===== config.mk =====
export PLATFORM = sky130hd
export DESIGN_NAME = fetch_unit_flat
export DESIGN_NICKNAME = d
export VERILOG_FILES = /design/src/rtl/fetch_unit_if.sv /design/src/rtl/fetch_unit.sv /design/src/flat_wrapper.sv
export SDC_FILE = /design/constraint.sdc
export NUM_CORES = 1
export LEC_CHECK = 0
export BUFFER_PORTS_ARGS = -buffer_cell sky130_fd_sc_hd__buf_2
export CORE_UTILIZATION = 40
export CTS_CLUSTER_DIAMETER = 120
export DETAILED_ROUTE_END_ITERATION = 8
export GPL_TIMING_DRIVEN = 1
export MAX_ROUTING_LAYER = met4
export PLACE_DENSITY_LB_ADDON = 0.2
export SLEW_MARGIN = 20
export SYNTH_ARGS = -nofsm -noshare
export SYNTH_HDL_FRONTEND = slang
export SYNTH_SLANG_ARGS = --single-unit

===== constraint.sdc =====
create_clock -name clk -period 11 [get_ports clk]
set_clock_uncertainty 0.2 [all_clocks]
set_input_delay 1.1 -clock clk [delete_from_list [all_inputs] [get_ports clk]]
set_output_delay 1.1 -clock clk [all_outputs]
set_load 0.02 [all_outputs]

===== src/rtl/fetch_unit_if.sv =====
// Fetch unit bus bundle: PC request, instruction-memory request/response, decode-side buffer output.
// FETCH_MISALIGN_TRAP_EN adds instr_misaligned alongside the buffer head.
interface fetch_unit_if #(
  parameter int N = 64
);
  logic [N-1:0] PC_in;
  logic         pc_valid;
  logic         pc_ready;
  logic         imem_req;
  logic [N-1:0] imem_addr;
  logic         imem_gnt;
  logic         imem_rvalid;
  logic [31:0]  imem_rdata;
  logic         instr_valid;
  logic [31:0]  instr_out;
  logic [N-1:0] instr_pc;
  logic         instr_ready;
  logic         flush;
`ifdef FETCH_MISALIGN_TRAP_EN
  logic         instr_misaligned;
`endif

  // master: the fetch unit itself; slave: PC source, memory and decode around it
  modport master (
    input  PC_in, pc_valid, imem_gnt, imem_rvalid, imem_rdata, instr_ready, flush,
    output pc_ready, imem_req, imem_addr, instr_valid, instr_out, instr_pc
`ifdef FETCH_MISALIGN_TRAP_EN
    , output instr_misaligned
`endif
  );

  modport slave (
    output PC_in, pc_valid, imem_gnt, imem_rvalid, imem_rdata, instr_ready, flush,
    input  pc_ready, imem_req, imem_addr, instr_valid, instr_out, instr_pc
`ifdef FETCH_MISALIGN_TRAP_EN
    , input instr_misaligned
`endif
  );
endinterface


===== src/rtl/fetch_unit.sv =====
// Single-outstanding instruction fetch unit with a DEPTH-entry FIFO towards decode.
// Optional macro FETCH_MISALIGN_TRAP_EN: misaligned PCs bypass memory and enqueue a flagged NOP.
module fetch_unit #(
  parameter int N     = 64,
  parameter int DEPTH = 2
) (
  input  logic         clk,
  input  logic         rst,
  fetch_unit_if.master bus
);
  localparam int          PW  = $clog2(DEPTH);
  localparam logic [31:0] NOP = 32'h0000_0013;

  typedef enum logic [1:0] {IDLE, WAIT_GNT, WAIT_RDATA, DRAIN} state_t;

  state_t        state, state_nxt;
  logic [N-1:0]  addr;
  logic          kill;
  logic [31:0]   buf_instr [DEPTH];
  logic [N-1:0]  buf_pc    [DEPTH];
  logic [PW-1:0] wptr, rptr;
  logic [PW:0]   count;

  logic          accept, push, pop, mis_req, valid_int;
  logic [31:0]   push_instr;
  logic [N-1:0]  push_pc;

`ifdef FETCH_MISALIGN_TRAP_EN
  logic          buf_mis [DEPTH];
  assign mis_req = (bus.PC_in[1:0] != 2'b00);
`else
  assign mis_req = 1'b0;
`endif

  // Only IDLE accepts, so nothing is in flight when count is compared against DEPTH
  assign bus.pc_ready = !rst && (state == IDLE) && !bus.flush && (count < (PW+1)'(DEPTH));
  assign accept       = bus.pc_valid && bus.pc_ready;

  assign push = (state == IDLE && accept && mis_req) ||
                (state == WAIT_RDATA && bus.imem_rvalid && !bus.flush);
  assign valid_int = !rst && (count != '0);
  assign pop  = valid_int && bus.instr_ready && !bus.flush;

  assign push_instr = (state == IDLE) ? NOP : bus.imem_rdata;
  assign push_pc    = (state == IDLE) ? bus.PC_in : addr;

  assign bus.imem_req  = !rst && (state == WAIT_GNT);
  assign bus.imem_addr = bus.imem_req ? {addr[N-1:2], 2'b00} : '0;

  assign bus.instr_valid = valid_int;
  assign bus.instr_out   = valid_int ? buf_instr[rptr] : '0;
  assign bus.instr_pc    = valid_int ? buf_pc[rptr]    : '0;
`ifdef FETCH_MISALIGN_TRAP_EN
  assign bus.instr_misaligned = valid_int && buf_mis[rptr];
`endif

  always_comb begin
    state_nxt = state;
    case (state)
      IDLE:       if (accept && !mis_req) state_nxt = WAIT_GNT;
      // A request already on the bus is never withdrawn; a flush only marks its reply for discard
      WAIT_GNT:   if (bus.imem_gnt) state_nxt = (bus.flush || kill) ? DRAIN : WAIT_RDATA;
      WAIT_RDATA: begin
        if (bus.imem_rvalid)  state_nxt = IDLE;
        else if (bus.flush)   state_nxt = DRAIN;
      end
      DRAIN:      if (bus.imem_rvalid) state_nxt = IDLE;
      default:    state_nxt = IDLE;
    endcase
  end

  always_ff @(posedge clk) begin
    if (rst) begin
      state <= IDLE;
      addr  <= '0;
      kill  <= 1'b0;
      wptr  <= '0;
      rptr  <= '0;
      count <= '0;
    end else begin
      state <= state_nxt;
      if (accept) addr <= bus.PC_in;
      if (state == WAIT_GNT && !bus.imem_gnt) kill <= kill | bus.flush;
      else                                    kill <= 1'b0;
      if (bus.flush) begin
        rptr  <= wptr;
        count <= '0;
      end else begin
        if (push) wptr <= wptr + PW'(1);
        if (pop)  rptr <= rptr + PW'(1);
        count <= count + (PW+1)'(push) - (PW+1)'(pop);
      end
    end
  end

  // Buffer payload carries no reset; outputs are masked by instr_valid instead
  always_ff @(posedge clk) begin
    if (push) begin
      buf_instr[wptr] <= push_instr;
      buf_pc[wptr]    <= push_pc;
`ifdef FETCH_MISALIGN_TRAP_EN
      buf_mis[wptr]   <= (state == IDLE);
`endif
    end
  end
endmodule


===== src/flat_wrapper.sv =====
// flat-port wrapper written by rule: the top's interface ports become plain ports
module fetch_unit_flat 
#(
  parameter int N     = 64,
  parameter int DEPTH = 2
)
  (clk, rst, bus_PC_in, bus_pc_valid, bus_imem_gnt, bus_imem_rvalid, bus_imem_rdata, bus_instr_ready, bus_flush, bus_pc_ready, bus_imem_req, bus_imem_addr, bus_instr_valid, bus_instr_out, bus_instr_pc);
  fetch_unit_if #(.N(N)) bus_i ();
  input  logic clk;
  input  logic rst;
  input wire logic [$bits(bus_i.PC_in)-1:0] bus_PC_in;
  input wire logic [$bits(bus_i.pc_valid)-1:0] bus_pc_valid;
  input wire logic [$bits(bus_i.imem_gnt)-1:0] bus_imem_gnt;
  input wire logic [$bits(bus_i.imem_rvalid)-1:0] bus_imem_rvalid;
  input wire logic [$bits(bus_i.imem_rdata)-1:0] bus_imem_rdata;
  input wire logic [$bits(bus_i.instr_ready)-1:0] bus_instr_ready;
  input wire logic [$bits(bus_i.flush)-1:0] bus_flush;
  output wire logic [$bits(bus_i.pc_ready)-1:0] bus_pc_ready;
  output wire logic [$bits(bus_i.imem_req)-1:0] bus_imem_req;
  output wire logic [$bits(bus_i.imem_addr)-1:0] bus_imem_addr;
  output wire logic [$bits(bus_i.instr_valid)-1:0] bus_instr_valid;
  output wire logic [$bits(bus_i.instr_out)-1:0] bus_instr_out;
  output wire logic [$bits(bus_i.instr_pc)-1:0] bus_instr_pc;
  assign bus_i.PC_in = bus_PC_in;
  assign bus_i.pc_valid = bus_pc_valid;
  assign bus_i.imem_gnt = bus_imem_gnt;
  assign bus_i.imem_rvalid = bus_imem_rvalid;
  assign bus_i.imem_rdata = bus_imem_rdata;
  assign bus_i.instr_ready = bus_instr_ready;
  assign bus_i.flush = bus_flush;
  assign bus_pc_ready = bus_i.pc_ready;
  assign bus_imem_req = bus_i.imem_req;
  assign bus_imem_addr = bus_i.imem_addr;
  assign bus_instr_valid = bus_i.instr_valid;
  assign bus_instr_out = bus_i.instr_out;
  assign bus_instr_pc = bus_i.instr_pc;
  fetch_unit #(.N(N), .DEPTH(DEPTH)) u_core (.clk(clk), .rst(rst), .bus(bus_i));
endmodule

==> impl_metrics.env <==
export IMPL_stdcell_count=1559
export IMPL_switching_share_pct=22.6
export IMPL_core_area_mm2=0.0281
export IMPL_r2r_setup_slack_ns=7.82
export IMPL_post_cts_buffers=0
export IMPL_path_cells="buf_2 > buf_4 > o21bai_4 > buf_4 > nor2_1 > buf_2"
export IMPL_synth_top_family_by_area="multiplexers"
export IMPL_status="finished, final reports clean"
export IMPL_num_vias=7902
export IMPL_hold_class="flip-flop to flip-flop"
export IMPL_async_flop_share_pct=0
export IMPL_hold_depth=2
export IMPL_p_comb_share_pct=7.3
export IMPL_power_density_mw_per_mm2=154
export IMPL_ios=266
export IMPL_cp_start_kind="input pin"
export IMPL_cts_inserted_buffers=29
export IMPL_yosys_area_share_simple_pct=12.4
export IMPL_ant_nets=0
export IMPL_overflow=0
export IMPL_period_needed_ns=4.89
export IMPL_dp_hpwl_um=16400
export IMPL_drcViolationCount=0
export IMPL_synthCells=923
export IMPL_clk_pin_slew_worst_paths_ns=0.06
export IMPL_fp_row_count=61
export IMPL_drv_cap=0
export IMPL_wl_um=28000
export IMPL_worstReg2RegEnd="u_core.count[1]$_SDFF_PP0_"
export IMPL_viasPerCell=5.07
export IMPL_antenna_found_initial=4
export IMPL_min_to="u_core.addr[29]$_SDFFE_PP0P_"
export IMPL_clockBufferDepth=3
export IMPL_setup_viol=0
export IMPL_yosysUniqueCellTypes=42
export IMPL_netSwitchingPower_mw=0.486
export IMPL_synthXorXnorAreaFrac_pct=0.152
export IMPL_finalHoldViolCount=0
export IMPL_min_from="u_core.addr[29]$_SDFFE_PP0P_"
export IMPL_ctsResizeCount=0
export IMPL_fmaxAchievable_mhz=205
export IMPL_synth_seq_cells=264
export IMPL_die_y_um=172
export IMPL_die_w_um=172
export IMPL_multi_input_area_mm2=0.00392
export IMPL_avgSynthCellArea_um2=12.5
export IMPL_cp_max_fo=81
export IMPL_slew_viol_final=0
export IMPL_n_fill_cell=2601
export IMPL_reg2reg_depth=11
export IMPL_synth_area_mm2=0.0116
export IMPL_cp_data_required_time_ns=9.70
export IMPL_ir_worst_vdd_mv=0.102
export IMPL_grt_pass1_vias=7369
export IMPL_synth_ff_type="edfxtp_1"
export IMPL_yosysSeqAreaShare_pct=62.4
export IMPL_synthMuxAreaShare_pct=14.6
export IMPL_clkLatencyLatePin_ns=0.55
export IMPL_post_place_cells=1500
export IMPL_ys_warn_count=0
export IMPL_nNetsFinal=1260
export IMPL_tns_ns=0
export IMPL_cts_htree_levels=1
export IMPL_port_buffers=263
export IMPL_clkPwrFrac_pct=41.9
export IMPL_intPower_mw=1.67
export IMPL_r2r_start="u_core.count[1]$_SDFF_PP0_"
export IMPL_start_util_pct=41.1
export IMPL_share_seq_of_total_power_pct=50.9
export IMPL_fin_util_pct=49.7
export IMPL_critPathMaxStageDelay_ns=0.82
export IMPL_crit_type="input pin to output port"
export IMPL_worst_slew_pin_slew_ns=0.971
export IMPL_grtUsageTotal_pct=18.8
export IMPL_relSlewSlack_pct=35.3
export IMPL_clock_tree_root_cell="clkbuf_16"
export IMPL_hold_buffers=0
export IMPL_wl_per_cell_um=17.9
export IMPL_dieArea_mm2=0.0296
export IMPL_syn_to_final_growth_pct=20.9
export IMPL_drt_iter0_drc=430
export IMPL_cts_num_sinks=264
export IMPL_synthAdderAreaFrac_pct=0.217
export IMPL_first_pass_iters=5
export IMPL_drive_above_1_share_pct=34.4
export IMPL_p_leak_nw=5.36
export IMPL_grt_pass1_wl_um=41700
export IMPL_register_area_mm2=0.00721
export IMPL_grt_max_degree=82
export IMPL_post_route_period_util_pct=44.4
export IMPL_synth_edf_count=192
export IMPL_cpMaxStageDelayCell="buf_4"
export IMPL_rsz0062_at_grt="false"
export IMPL_setup_worst_path_end_class="output port"
export IMPL_cts_tree="done"
export IMPL_synth_compound_area_share_pct=6.26
export IMPL_cp_data_arrival_time_ns=3.59
export IMPL_gp_congestion=0.763
critical path, delay by kind of cell:
family | cells | cell delay (ns)
AOI/OAI and AO/OA | 1 | 0.39
and+or+nand+nor | 1 | 0.18
buffers and inverters | 4 | 1.83
logic make-up (layout without fill, tap and decap cells):
| family | count (synthesis) | count (layout) |
|---|---|---|
| compound gates | 134 | 134 |
| xor+xnor | 2 | 2 |
| fa+ha+maj | 2 | 2 |
| buf+inv | 82 | 335 |
| flops | 264 | 264 |
| mux | 160 | 160 |
| other cells | 1 | 6 |
| simple gates | 278 | 278 |
routing by layer:
metal,vias to the layer above,global-route usage [%],part of all wire [%]
li1,3782,-,-
met1,3789,25.6,45
met2,295,28.9,46
met3,36,3.50,7.5
met4,0,4.69,2.0
met5,-,-,0
per-stage QoR:
step	worst slack [ns]	cell area, um2	hold slack (ns)	total power [mW]
after floorplan	6.45	11600	0.249	1.22
after global routing	5.98	14000	0.294	2.22
final	6.11	14000	0.280	2.15
after detailed placement	6.10	13000	0.266	1.27
after CTS	6.09	13900	0.277	2.17
after global placement	6.11	13000	0.256	1.27
power by group through the flow:
stage	clock [mW]	sequential [mW]	combinational [mW]
after floorplan	0	1.11	0.113
after global placement	0	1.12	0.153
after detailed placement	0	1.12	0.155
after CTS	0.920	1.09	0.157
after global routing	0.959	1.10	0.169
final	0.901	1.09	0.156
how the worst max path moves through the flow:
| stage | startpoint | to | slack (ns) | cells after the start |
|---|---|---|---|---|
| 3_5_place_dp | rst | bus_instr_out[16] | 6.10 | 6 |
| 2_1_floorplan | bus_flush | u_core.buf_instr[0][0]$_DFFE_PP_ | 6.45 | 3 |
| 6_report | rst | bus_instr_out[16] | 6.11 | 6 |
| 5_1_grt | rst | bus_instr_out[16] | 5.98 | 6 |
| 4_1_cts | rst | bus_instr_out[16] | 6.09 | 6 |
| 3_3_place_gp | rst | bus_imem_addr[9] | 6.11 | 6 |
registers in the layout (all words and copies together), names as in the netlist, named ones only:
signal	cells
u_core.buf_pc	128
u_core.addr	64
u_core.buf_instr	64
u_core.count	2
u_core.state	2
u_core.kill	1
u_core.rptr	1
u_core.wptr	1
Yosys cell counts (11+ instances only):
| cell | count | area [um2] |
|---|---|---|
| edfxtp_1 | 192 | 5770 |
| nor2b_1 | 30 | 188 |
| clkbuf_1 | 20 | 75.1 |
| nand3_1 | 64 | 320 |
| mux2_2 | 64 | 721 |
| mux2i_1 | 96 | 961 |
| and2_1 | 64 | 400 |
| buf_2 | 36 | 180 |
| a21oi_1 | 65 | 325 |
| buf_4 | 11 | 82.6 |
| dfxtp_1 | 72 | 1440 |
| o21ai_1 | 53 | 265 |
| nor2_1 | 100 | 375 |
cells in the final DEF (no fill, tap or decap), drive strengths merged, types with 2 or more instances in the layout:
master,netlist,final
buf,58,278
edfxtp,192,192
conb,1,2
and2,64,64
ha,2,2
nor3b,4,4
inv,4,5
nor3,3,3
dfxtp,72,72
nand2,2,2
nor2,101,101
mux2i,96,96
nor2b,30,30
or2,3,3
a21oi,65,65
a2111oi,2,2
mux2,64,64
clkbuf,20,38
diode,0,4
o21ai,64,64
nand3,64,64
clkinv,0,13
cell type report:
type | instances | area share [%]
flip-flops and latches | 264 | 51.6
multi-input cells | 578 | 28.1
repair buffers | 278 | 10.4
clock buffers | 38 | 5.58
well taps | 378 | 3.39
clock inverters | 15 | 0.690
inverters | 4 | 0.108
diodes | 4 | 0.0717
Power figures use the tool's default switching activity.
